`src/rtl/video_timing_gen_if.sv`:
```
// ---------------------------------------------------------------------------
// video_timing_gen_if
//   Bundles the run request and the raster outputs of video_timing_gen.
//   master : the timing generator (samples i_en, drives the raster signals)
//   slave  : a raster consumer (drives i_en, samples the raster signals)
//
//   i_en        run request, sampled every cycle
//   o_vs/o_hs   vertical / horizontal sync, active high
//   o_de        active pixel strobe
//   o_x/o_y     active column / row, valid when o_de
//   o_sof       pulse with the first o_de of a frame
//   o_eol       pulse with the last o_de of each line
//   o_busy      high while a frame is in progress
//   o_frame_cnt completed-frame count (wraps at 256)
// ---------------------------------------------------------------------------
interface video_timing_gen_if #(
    parameter int CNT_H_SIZE = 12,
    parameter int CNT_V_SIZE = 12
);
    logic                  i_en;
    logic                  o_vs;
    logic                  o_hs;
    logic                  o_de;
    logic [CNT_H_SIZE-1:0] o_x;
    logic [CNT_V_SIZE-1:0] o_y;
    logic                  o_sof;
    logic                  o_eol;
    logic                  o_busy;
    logic [7:0]            o_frame_cnt;

    modport master (
        input  i_en,
        output o_vs, o_hs, o_de, o_x, o_y, o_sof, o_eol, o_busy, o_frame_cnt
    );

    modport slave (
        output i_en,
        input  o_vs, o_hs, o_de, o_x, o_y, o_sof, o_eol, o_busy, o_frame_cnt
    );
endinterface

```
`src/rtl/video_timing_gen.sv`:
```
// ---------------------------------------------------------------------------
// video_timing_gen
//   Raster timing generator. Counts pixels (h) and lines (v) against the
//   parameterised sync / back porch / active / front porch sizes and decodes
//   vs, hs, de, active coordinates and sof/eol strobes. All outputs are
//   registered, so the pins lag the counters by one clock.
//   Starting and stopping only take effect on frame boundaries: dropping
//   i_en lets the current frame finish before the block goes idle.
//
//   clk   clock
//   rstn  asynchronous active-low reset
//   vif   video_timing_gen_if.master (i_en in, raster outputs out)
// ---------------------------------------------------------------------------
module video_timing_gen #(
    parameter int HAC        = 1920,
    parameter int HSW        = 1,
    parameter int HBP        = 3,
    parameter int HFP        = 3,
    parameter int VAC        = 1080,
    parameter int VSW        = 1,
    parameter int VBP        = 3,
    parameter int VFP        = 3,
    parameter int CNT_H_SIZE = 12,
    parameter int CNT_V_SIZE = 12
) (
    input  logic               clk,
    input  logic               rstn,
    video_timing_gen_if.master vif
);

    localparam int HTOT = HSW + HBP + HAC + HFP;
    localparam int VTOT = VSW + VBP + VAC + VFP;

    localparam logic [CNT_H_SIZE-1:0] H_ONE     = CNT_H_SIZE'(1);
    localparam logic [CNT_H_SIZE-1:0] H_LAST    = CNT_H_SIZE'(HTOT - 1);
    localparam logic [CNT_H_SIZE-1:0] H_SYNC    = CNT_H_SIZE'(HSW);
    localparam logic [CNT_H_SIZE-1:0] H_ACT_BEG = CNT_H_SIZE'(HSW + HBP);
    localparam logic [CNT_H_SIZE-1:0] H_ACT_END = CNT_H_SIZE'(HSW + HBP + HAC - 1);
    localparam logic [CNT_H_SIZE-1:0] X_LAST    = CNT_H_SIZE'(HAC - 1);

    localparam logic [CNT_V_SIZE-1:0] V_ONE     = CNT_V_SIZE'(1);
    localparam logic [CNT_V_SIZE-1:0] V_LAST    = CNT_V_SIZE'(VTOT - 1);
    localparam logic [CNT_V_SIZE-1:0] V_SYNC    = CNT_V_SIZE'(VSW);
    localparam logic [CNT_V_SIZE-1:0] V_ACT_BEG = CNT_V_SIZE'(VSW + VBP);
    localparam logic [CNT_V_SIZE-1:0] V_ACT_END = CNT_V_SIZE'(VSW + VBP + VAC - 1);

    typedef enum logic [1:0] {
        IDLE,
        RUN,
        STOP
    } state_t;

    state_t                state;
    logic [CNT_H_SIZE-1:0] h_cnt;
    logic [CNT_V_SIZE-1:0] v_cnt;

    logic                  active;
    logic                  h_end;
    logic                  frame_end;
    logic                  hs_c;
    logic                  vs_c;
    logic                  de_c;
    logic [CNT_H_SIZE-1:0] x_c;
    logic [CNT_V_SIZE-1:0] y_c;
    logic                  sof_c;
    logic                  eol_c;

    // Combinational decode of the current counter position.
    always_comb begin
        active    = (state != IDLE);
        h_end     = (h_cnt == H_LAST);
        frame_end = h_end && (v_cnt == V_LAST);
        hs_c      = (h_cnt < H_SYNC);
        vs_c      = (v_cnt < V_SYNC);
        de_c      = (h_cnt >= H_ACT_BEG) && (h_cnt <= H_ACT_END) &&
                    (v_cnt >= V_ACT_BEG) && (v_cnt <= V_ACT_END);
        x_c       = h_cnt - H_ACT_BEG;
        y_c       = v_cnt - V_ACT_BEG;
        sof_c     = de_c && (x_c == '0) && (y_c == '0);
        eol_c     = de_c && (x_c == X_LAST);
    end

    always_ff @(posedge clk or negedge rstn) begin
        if (!rstn) begin
            state           <= IDLE;
            h_cnt           <= '0;
            v_cnt           <= '0;
            vif.o_vs        <= 1'b0;
            vif.o_hs        <= 1'b0;
            vif.o_de        <= 1'b0;
            vif.o_x         <= '0;
            vif.o_y         <= '0;
            vif.o_sof       <= 1'b0;
            vif.o_eol       <= 1'b0;
            vif.o_busy      <= 1'b0;
            vif.o_frame_cnt <= '0;
        end else begin
            // Registered decode; forced low while idle.
            vif.o_busy <= active;
            vif.o_hs   <= active && hs_c;
            vif.o_vs   <= active && vs_c;
            vif.o_de   <= active && de_c;
            vif.o_sof  <= active && sof_c;
            vif.o_eol  <= active && eol_c;
            // Coordinates only move on active pixels and hold otherwise.
            if (active && de_c) begin
                vif.o_x <= x_c;
                vif.o_y <= y_c;
            end

            case (state)
                IDLE: begin
                    h_cnt <= '0;
                    v_cnt <= '0;
                    if (vif.i_en) begin
                        state <= RUN;
                    end
                end
                default: begin
                    // RUN and STOP both keep the raster going; i_en only
                    // selects whether the frame boundary continues or idles.
                    if (h_end) begin
                        h_cnt <= '0;
                        v_cnt <= frame_end ? '0 : v_cnt + V_ONE;
                    end else begin
                        h_cnt <= h_cnt + H_ONE;
                    end

                    if (frame_end) begin
                        vif.o_frame_cnt <= vif.o_frame_cnt + 8'd1;
                        state           <= vif.i_en ? RUN : IDLE;
                    end else begin
                        state           <= vif.i_en ? RUN : STOP;
                    end
                end
            endcase
        end
    end

endmodule

```
`src/flat_wrapper.sv`:
```
// flat-port wrapper written by rule: the top's interface ports become plain ports
module video_timing_gen_flat 
#(
    parameter int HAC        = 1920,
    parameter int HSW        = 1,
    parameter int HBP        = 3,
    parameter int HFP        = 3,
    parameter int VAC        = 1080,
    parameter int VSW        = 1,
    parameter int VBP        = 3,
    parameter int VFP        = 3,
    parameter int CNT_H_SIZE = 12,
    parameter int CNT_V_SIZE = 12
)
  (clk, rstn, vif_i_en, vif_o_vs, vif_o_hs, vif_o_de, vif_o_x, vif_o_y, vif_o_sof, vif_o_eol, vif_o_busy, vif_o_frame_cnt);
  video_timing_gen_if #(.CNT_H_SIZE(CNT_H_SIZE), .CNT_V_SIZE(CNT_V_SIZE)) vif_i ();
  input  logic clk;
  input  logic rstn;
  input wire logic [$bits(vif_i.i_en)-1:0] vif_i_en;
  output wire logic [$bits(vif_i.o_vs)-1:0] vif_o_vs;
  output wire logic [$bits(vif_i.o_hs)-1:0] vif_o_hs;
  output wire logic [$bits(vif_i.o_de)-1:0] vif_o_de;
  output wire logic [$bits(vif_i.o_x)-1:0] vif_o_x;
  output wire logic [$bits(vif_i.o_y)-1:0] vif_o_y;
  output wire logic [$bits(vif_i.o_sof)-1:0] vif_o_sof;
  output wire logic [$bits(vif_i.o_eol)-1:0] vif_o_eol;
  output wire logic [$bits(vif_i.o_busy)-1:0] vif_o_busy;
  output wire logic [$bits(vif_i.o_frame_cnt)-1:0] vif_o_frame_cnt;
  assign vif_i.i_en = vif_i_en;
  assign vif_o_vs = vif_i.o_vs;
  assign vif_o_hs = vif_i.o_hs;
  assign vif_o_de = vif_i.o_de;
  assign vif_o_x = vif_i.o_x;
  assign vif_o_y = vif_i.o_y;
  assign vif_o_sof = vif_i.o_sof;
  assign vif_o_eol = vif_i.o_eol;
  assign vif_o_busy = vif_i.o_busy;
  assign vif_o_frame_cnt = vif_i.o_frame_cnt;
  video_timing_gen #(.HAC(HAC), .HSW(HSW), .HBP(HBP), .HFP(HFP), .VAC(VAC), .VSW(VSW), .VBP(VBP), .VFP(VFP), .CNT_H_SIZE(CNT_H_SIZE), .CNT_V_SIZE(CNT_V_SIZE)) u_core (.clk(clk), .rstn(rstn), .vif(vif_i));
endmodule
```
`config.mk`:
```
export PLATFORM = sky130hd
export DESIGN_NAME = video_timing_gen_flat
export DESIGN_NICKNAME = d
export VERILOG_FILES = /design/src/rtl/video_timing_gen_if.sv /design/src/rtl/video_timing_gen.sv /design/src/flat_wrapper.sv
export SDC_FILE = /design/constraint.sdc
export NUM_CORES = 1
export LEC_CHECK = 0
export CAP_MARGIN = 20
export CORE_MARGIN = 3
export CORE_UTILIZATION = 56
export DETAILED_ROUTE_END_ITERATION = 8
export GPL_TIMING_DRIVEN = 0
export PLACE_DENSITY = 0.8
export SYNTH_ARGS = -nofsm -noshare
export SYNTH_HDL_FRONTEND = slang
export SYNTH_SLANG_ARGS = --single-unit
```
`constraint.sdc`:
```
create_clock -name clk -period 3 [get_ports clk]
set_input_delay 0.45 -clock clk [delete_from_list [all_inputs] [get_ports clk]]
set_output_delay 0.45 -clock clk [all_outputs]
set_load 0.005 [all_outputs]
```
==> impl_metrics.toml, run 1 <==
[critical_path]
r2r_end = "u_core.vif.o_sof"
crit_type = "flop to flop"
crit_start = "u_core.v_cnt[4]"
cp-start-kind = "flop"
r2r.worst_path.cells = 6
cp.required_ps = 3280
r2r_slack_ps = 300
cp-end-kind = "flop"
r2r_start = "u_core.v_cnt[4]"
endpoint = "u_core.vif.o_sof"
critPathArrivalTime_ps = 2970
cp_max_fo = 10

[pwr]
clock_power_share_pct = 37.9
pwr-share-comb_pct = 15.6
p_per_area_nw_per_um2 = 464
swShare_pct = 27.3
p_seq_share_pct = 46.4
leakagePower_nw = 1.88
switching_power_uw = 539
p_int_mw = 1.44
peakVddDrop_v = 0.000345

[cts]
clk_path_buf_depth = 2
cts_root_buffer = "clkbuf_8"
clock_sinks = 64
tritoncts = "built"
htree_levels = 3
cts.reportedPaths.clkPinSlew_ps = 70
cts_buffers = 9
hold_buffers = 0
clock_latency_ps = 350

[global_route]
gr-total-overflow = 0
grt_max_degree = 65
grt_pass1_wl_mm = 13.0
globalRouteTotalUtil_pct = 22.9
grt_pass1_vias = 2677
antenna_found_initial = 0

[yosys]
syn_nets = 354
ys.flop_type = "dfrtp_1"
yosysSeqAreaShare_pct = 45.0
synth_enable_flop_cells = 0
yosysUniqueCellTypes = 48
ys_warn_count = 0
syn_inst = 334
syn-mean-instance-area_um2 = 10.7
synth_seq_cells = 64
synthArstFlopShare_pct = 100
synth_area_um2 = 3560

[timing]
period_share_pct = 89.9
fmax_mhz = 371
skew_ps = 9.06
hold_slack_ps = 200
finalHoldViolCount = 0
maxSlewHeadroom_pct = 34.3
drv_slew = 0
rsz0062_at_grt = "no"
setup_viol = 0
min_period_ps = 2700
setup_tns_ps = 0
worst_pin_slew_ps = 976

[drt]
antenna_left = 0
first_iter_violations = 182
vias_per_cell = 5.75
wl_per_cell_um = 16.5
wirelength_mm = 7.70
vias = 2673
drc = 0
drt-pass1-iter-count = 4

[floorplanning]
fp.dieW_um = 85.7
die_y_um = 85.7
ios = 41
die_area_um2 = 7340
coreArea_um2 = 6030
floorplan.rows = 28
initial_core_util_pct = 59.0

[status]
status = "finished clean"

[layout]
synthToLayoutAreaGrowth_pct = 19.6
nets = 405
final_common_cell = "dfrtp_1"
layout_common_cells = "dfrtp_1, clkdlybuf4s50_1, nor2_1"
drive_gt1_share_pct = 14.6
nFillCells = 461
n_antenna_cell = 0

[placement]
dp_hpwl_mm = 5.33
routabilityCongestion = 0.880
io_buffers = 40

[run]
maxCapViolCount = 0

[min_path]
hold_class = "primary input to asynchronous set/reset pin"
## worst max-delay path, cell delays in order (launching register included)
cell and delay [ps]:
dfrtp_1 410, clkbuf_1 230, nor4_1 790, and3_1 260, o21ai_0 80, a2111oi_0 580, and4_1 290
## per-stage QoR
step	util (%)	total power, mW	worst slack, ps	area (µm²)	std cells
final	70.6	1.97	302	4250	465
after global routing	70.6	2.07	106	4250	465
after CTS	70.5	1.99	79.4	4250	465
after detailed placement	67.2	1.24	260	4050	449
after global placement	67.2	1.23	-571	4050	449
after floorplan	-	1.13	745	3560	334
## cell usage after synthesis (8+ instances only)
master / n / area, µm²
mux2_2: 9 / 101
nor3_1: 8 / 40.0
nor2_1: 29 / 109
mux2_4: 13 / 195
ha_1: 17 / 213
clkbuf_1: 10 / 37.5
nand4_1: 11 / 68.8
xor2_1: 9 / 78.8
inv_1: 19 / 71.3
xnor2_1: 28 / 245
dfrtp_1: 64 / 1600
nand2_1: 27 / 101
o21ai_0: 11 / 55.1
## sequential cells by signal, indices dropped and copies added, names as in the netlist
register                count
u_core.state                2
u_core.vif.o_de             1
u_core.vif.o_hs             1
u_core.h_cnt               12
u_core.vif.o_vs             1
u_core.vif.o_eol            1
u_core.v_cnt               12
u_core.vif.o_y             12
u_core.vif.o_frame_cnt      8
u_core.vif.o_x             12
u_core.vif.o_sof            1
u_core.vif.o_busy           1
## final cells by class
| class | instances | area [µm²] | area share [%] |
|---|---|---|---|
| Inverter | 19 | 71.3 | 1.68 |
| Sequential cell | 64 | 1600 | 37.7 |
| Buffer | 18 | 103 | 2.41 |
| Multi-Input combinational cell | 233 | 1790 | 42.0 |
| Timing Repair Buffer | 40 | 398 | 9.36 |
| Tap cell | 75 | 93.8 | 2.21 |
| Clock inverter | 3 | 40.0 | 0.941 |
| Clock buffer | 13 | 159 | 3.74 |
## layer usage
layer | vias up | wire length [µm] | track usage [%]
li1 | 1259 | - | -
met1 | 1315 | 3440 | 31.0
met2 | 85 | 3650 | 35.5
met3 | 14 | 451 | 5.19
met4 | 0 | 156 | 9.78
met5 | - | 0 | 0
## how the worst min path moves through the flow
stage | from | to | slack, ps | cells after the start
floorplan | rstn | u_core.h_cnt[0] | 150 | 0
global placement | u_core.vif.o_frame_cnt[7] | u_core.vif.o_frame_cnt[7] | 460 | 1
detailed placement | u_core.vif.o_frame_cnt[7] | u_core.vif.o_frame_cnt[7] | 470 | 1
CTS | rstn | u_core.vif.o_y[9] | 210 | 1
global route | rstn | u_core.vif.o_frame_cnt[4] | 240 | 1
finish | rstn | u_core.vif.o_frame_cnt[3] | 200 | 1
## power by group through the flow
stage	Sequential, mW	Combinational [mW]	Clock, mW
2_1_floorplan	0.925	0.210	0
5_1_grt	0.921	0.346	0.808
3_3_place_gp	0.930	0.298	0
6_report	0.917	0.308	0.749
4_1_cts	0.916	0.311	0.765
3_5_place_dp	0.933	0.306	0
## cells by family (layout without fill, tap and decap cells)
group           Yosys count  after routing  share of synthesized area, %
compound gates           34             34                          6.68
xor+xnor                 37             37                          9.11
fa+ha+maj                17             17                          5.98
buf+inv                  37             93                          4.89
flops                    64             64                          45.0
mux                      26             26                          9.46
simple gates            119            119                          18.9
## repair_timing
| action | 4_1_cts | 5_1_grt |
|---|---|---|
| setup buffers | 0 | 0 |
| endpoints found under the setup margin | 0 | 1 |
| endpoints found under the hold margin | 0 | 0 |
| resized for setup | 0 | 1 |
Note: power is estimated with default switching activity, not from simulation.
==> run 2: changes to the inputs <==
Settings changed: SLEW_MARGIN set to 20.
==> run 2 against run 1 <==
Worst hold slack got worse by 170 ps. Power increased by 0.34%. Core utilization increased by 0.33 points. Final area increased by 0.47%. Clock power increased by 0.8%.
==> impl_metrics.toml, run 2 (synthesis gave the netlist of run 1 again) <==
[status]
status = "finished clean"

[cts]
cts_buffers = 9
post_cts_buffers = 0
clock_sinks = 64
cts_root_buffer = "clkbuf_8"
tritoncts = "built"
clk_path_buf_depth = 2
clock_latency_ps = 350
cts.reportedPaths.clkPinSlew_ps = 70
hold_buffers = 0
htree_levels = 3
cts_resized = 0

[timing]
finalHoldViolCount = 0
rsz0062_at_grt = "no"
fmax_mhz = 381
drv_slew = 0
maxSlewHeadroom_pct = 32.4
setup_tns_ps = 0
skew_ps = 10.8
setup_viol = 0
postLayoutSetupSlackWorst_ps = 378
min_period_ps = 2620
worst_pin_slew_ps = 1000
period_share_pct = 87.4

[global_route]
grt_pass1_vias = 2668
antenna_found_initial = 0
globalRouteTotalUtil_pct = 22.5
grt_max_degree = 34
grt_pass1_wl_mm = 12.8
gr-total-overflow = 0

[min_path]
hold_class = "primary input to asynchronous set/reset pin"

[placement]
io_buffers = 40
routabilityCongestion = 0.880
dp_hpwl_mm = 5.49
post-place-ws_ps = 297
dpl-instance-area_um2 = 4070
dp_cells = 450

[layout]
n_antenna_cell = 0
design_area_um2 = 4270
nFillCells = 438
final_common_cell = "dfrtp_1"
seq_area_um2 = 1600
drive_gt1_share_pct = 14.8
nets = 406
multi_input_area_um2 = 1790
layout_common_cells = "dfrtp_1, clkdlybuf4s50_1, nor2_1"
fin_cells = 466
synthToLayoutAreaGrowth_pct = 20.1

[drt]
wirelength_mm = 7.58
drc = 0
vias_per_cell = 5.71
drt-pass1-iter-count = 4
first_iter_violations = 169
antenna_left = 0
vias = 2660
highest_layer = "met4"
met2WireLength_mm = 3.58
met3_length_um = 246
wl_per_cell_um = 16.3
met1_length_mm = 3.56

[floorplanning]
initial_core_util_pct = 59.0
fp.dieW_um = 85.7
ios = 41
floorplan.rows = 28
coreArea_um2 = 6030
die_y_um = 85.7
die_area_um2 = 7340

[pwr]
leakagePower_nw = 1.89
p_total_mw = 1.98
p_per_area_nw_per_um2 = 464
peakVddDrop_v = 0.000354

[critical_path]
cp-start-kind = "flop"
cp-end-kind = "flop"
cp_max_fo = 10
cp.required_ps = 3230
critPathArrivalTime_ps = 2850
crit_type = "flop to flop"

[run]
maxCapViolCount = 0
[run 2: critical path, cell delays in order, from the launching register on]
cell and delay (ps):
dfrtp_1 500, inv_1 150, ha_1 340, or4b_4 550, nor3_4 200, a31oi_4 220, buf_6 230, mux2_4 300
[run 2: power breakdown]
group,switching (mW),internal [mW],total [mW]
Clock,0.328,0.427,0.755
Sequential,0.0306,0.886,0.917
Combinational,0.185,0.124,0.309
Total,0.544,1.44,1.98
[run 2: layer usage]
| metal | global-route usage [%] | vias to the layer above |
|---|---|---|
| li1 | - | 1263 |
| met1 | 30.4 | 1318 |
| met3 | 3.46 | 20 |
| met5 | 0 | - |
| met2 | 34.8 | 59 |
| met4 | 12.2 | 0 |
[run 2: worst paths after layout]
path / start / cells past startpoint / slack [ps] / to
worst max-delay path: u_core.h_cnt[2] / 7 / 380 / u_core.vif.o_y[10]
min in group clk: u_core.vif.o_frame_cnt[7] / 1 / 480 / u_core.vif.o_frame_cnt[7]
worst min register to register: u_core.vif.o_frame_cnt[7] / 1 / 480 / u_core.vif.o_frame_cnt[7]
worst min-delay path: rstn / 1 / 30 / u_core.vif.o_frame_cnt[2]
worst max register to register: u_core.h_cnt[2] / 7 / 380 / u_core.vif.o_y[10]
max in group asynchronous: rstn / 2 / 2450 / u_core.v_cnt[3]
[run 2: area by class of cell]
| type | count | area share [%] |
|---|---|---|
| multi-input combinational | 233 | 41.8 |
| sequential | 64 | 37.5 |
| timing repair buffer | 41 | 9.78 |
| clock buffer | 13 | 3.72 |
| buffer | 18 | 2.40 |
| tap | 75 | 2.20 |
| inverter | 19 | 1.67 |
| clock inverter | 3 | 0.937 |
[run 2: per-stage QoR]
| stage | hold WS (ps) | util [%] |
|---|---|---|
| after floorplan | 154 | - |
| after global placement | 461 | 67.2 |
| after detailed placement | 419 | 67.5 |
| after CTS | 39.5 | 70.8 |
| after global routing | 46.2 | 70.9 |
| final | 30.3 | 70.9 |
==> run 3: changes to the inputs <==
Settings changed: CTS_BUF_LIST set to sky130_fd_sc_hd__clkbuf_8 sky130_fd_sc_hd__clkbuf_16, GPL_ROUTABILITY_DRIVEN set to 0.
==> run 3 against run 2 <==
Global-route usage about the same. Power increased by 0.51%. Count of clock-buffer cells in the layout decreased by 1. Clock power increased by 0.9%. Routed wire length increased by 0.24%. Worst hold slack got worse by 11 ps.
==> impl_metrics.toml, run 3 (synthesis gave the netlist of run 1 again) <==
[status]
status = "finished clean"

[critical_path]
critical_path.cell_chain = "clkbuf_1, nor4_1, and3_1, o21ai_0, a2111oi_0, and4_1"
cp-end-kind = "flop"
cpPeakStageDelay_ps = 770
worst-path-buf-inv = 1
cp_slowest_cell = "nor4_1"
crit_type = "flop to flop"
critPathArrivalTime_ps = 2960
cp_max_fo = 10
crit_family = "simple AND/OR/NAND/NOR gates"
cp.required_ps = 3280
cp-start-kind = "flop"

[global_route]
globalRouteTotalUtil_pct = 22.4
grt_pass1_wl_mm = 12.8
antenna_found_initial = 0
gr-total-overflow = 0
grt_max_degree = 37
grt_pass1_vias = 2705

[timing]
maxSlewHeadroom_pct = 36.3
skew_ps = 7.65
postLayoutSetupSlackWorst_ps = 323
min_period_ps = 2680
fmax_mhz = 374
rsz0062_at_grt = "no"
setup_tns_ps = 0
drv_slew = 0
period_share_pct = 89.2
finalHoldViolCount = 0
setup_viol = 0
worst_pin_slew_ps = 947

[pwr]
leakagePower_nw = 1.89
switching_power_uw = 536
p_total_mw = 1.99
swShare_pct = 26.9
p_per_area_nw_per_um2 = 465
p_seq_share_pct = 46.1
clock_power_share_pct = 38.3
peakVddDrop_v = 0.000313
pwr-share-comb_pct = 15.6
p_int_mw = 1.45

[cts]
cts.reportedPaths.clkPinSlew_ps = 70
tritoncts = "built"
clock_sinks = 64
cts_root_buffer = "clkbuf_8"
clk_path_buf_depth = 2
htree_levels = 3
clock_latency_ps = 340
cts_buffers = 9

[floorplanning]
ios = 41
die_area_um2 = 7340
initial_core_util_pct = 59.0
floorplan.rows = 28
coreArea_um2 = 6030
die_y_um = 85.7
fp.dieW_um = 85.7

[drt]
antenna_left = 0
drt-pass1-iter-count = 4
first_iter_violations = 135
met1_length_mm = 3.30
wirelength_mm = 7.60
wl_per_cell_um = 16.3
vias_per_cell = 5.82
drc = 0
vias = 2705
met2WireLength_mm = 3.59
met3_length_um = 494
highest_layer = "met4"

[layout]
nFillCells = 452
multi_input_area_um2 = 1790
seq_area_um2 = 1600
synthToLayoutAreaGrowth_pct = 20.3
nets = 406
n_antenna_cell = 0
drive_gt1_share_pct = 15.1
final_common_cell = "dfrtp_1"
layout_common_cells = "dfrtp_1, clkdlybuf4s50_1, nor2_1"

[placement]
dp_hpwl_mm = 5.47
post-place-ws_ps = 132
io_buffers = 40

[run]
maxCapViolCount = 0

[min_path]
hold_class = "primary input to asynchronous set/reset pin"
## run 3: cell types whose count changed in the layout (fill, tap and decap cells not counted)
cell / delta
clkbuf_1: -2
clkbuf_8: +1
## run 3: timing repair
item                       in CTS  in global routing
hold buffers                    0                  0
setup endpoints to repair       0                  1
buffers inserted                0                  0
gates resized for setup         0                  1
## run 3: routing by layer
| metal | vias up | GRT usage (%) |
|---|---|---|
| li1 | 1260 | - |
| met1 | 1324 | 29.2 |
| met2 | 100 | 36.4 |
| met3 | 21 | 3.65 |
| met4 | 0 | 11.1 |
| met5 | - | 0 |
## run 3: cell type report
| type | count | share of cell area [%] |
|---|---|---|
| Timing Repair Buffer | 41 | 9.77 |
| Sequential cell | 64 | 37.4 |
| Buffer | 18 | 2.40 |
| Clock inverter | 3 | 0.936 |
| Tap cell | 75 | 2.19 |
| Multi-Input combinational cell | 233 | 41.8 |
| Inverter | 19 | 1.67 |
| Clock buffer | 12 | 3.86 |
## run 3: path summary, 6_finish.rpt
kind	startpoint	endpoint	slack [ps]	cells after the start
setup / recovery	u_core.v_cnt[4]	u_core.vif.o_sof	320	6
hold / removal	rstn	u_core.vif.o_frame_cnt[4]	20	1
hold reg to reg	u_core.vif.o_frame_cnt[7]	u_core.vif.o_frame_cnt[7]	480	1
min in group clk	u_core.vif.o_frame_cnt[7]	u_core.vif.o_frame_cnt[7]	480	1
max in group asynchronous	rstn	u_core.v_cnt[1]	2470	2
setup reg to reg	u_core.v_cnt[4]	u_core.vif.o_sof	320	6
## run 3: metrics by stage
stage               hold WS (ps)  cell area, µm²  cells  util (%)
floorplan                    154            3560    334         -
global placement             461            4050    449      67.2
detailed placement           394            4070    450      67.5
CTS                         21.4            4270    465      70.9
global route                43.0            4280    465      71.0
finish                      19.3            4280    465      71.0
## run 3: power groups by stage
stage	Sequential (mW)	Clock, mW	Combinational (mW)
after floorplan	0.925	0	0.210
after global placement	0.930	0	0.298
after detailed placement	0.932	0	0.306
after CTS	0.916	0.777	0.312
after global routing	0.922	0.809	0.339
final	0.917	0.762	0.311
## run 3: worst reg2reg max path, delay by kind of cell, from the launching register on
| family | cells | cell delay, ps |
|---|---|---|
| buffers and inverters | 1 | 230 |
| and+or+nand+nor | 3 | 1310 |
| DFF | 1 | 400 |
| AOI/OAI and AO/OA | 2 | 680 |
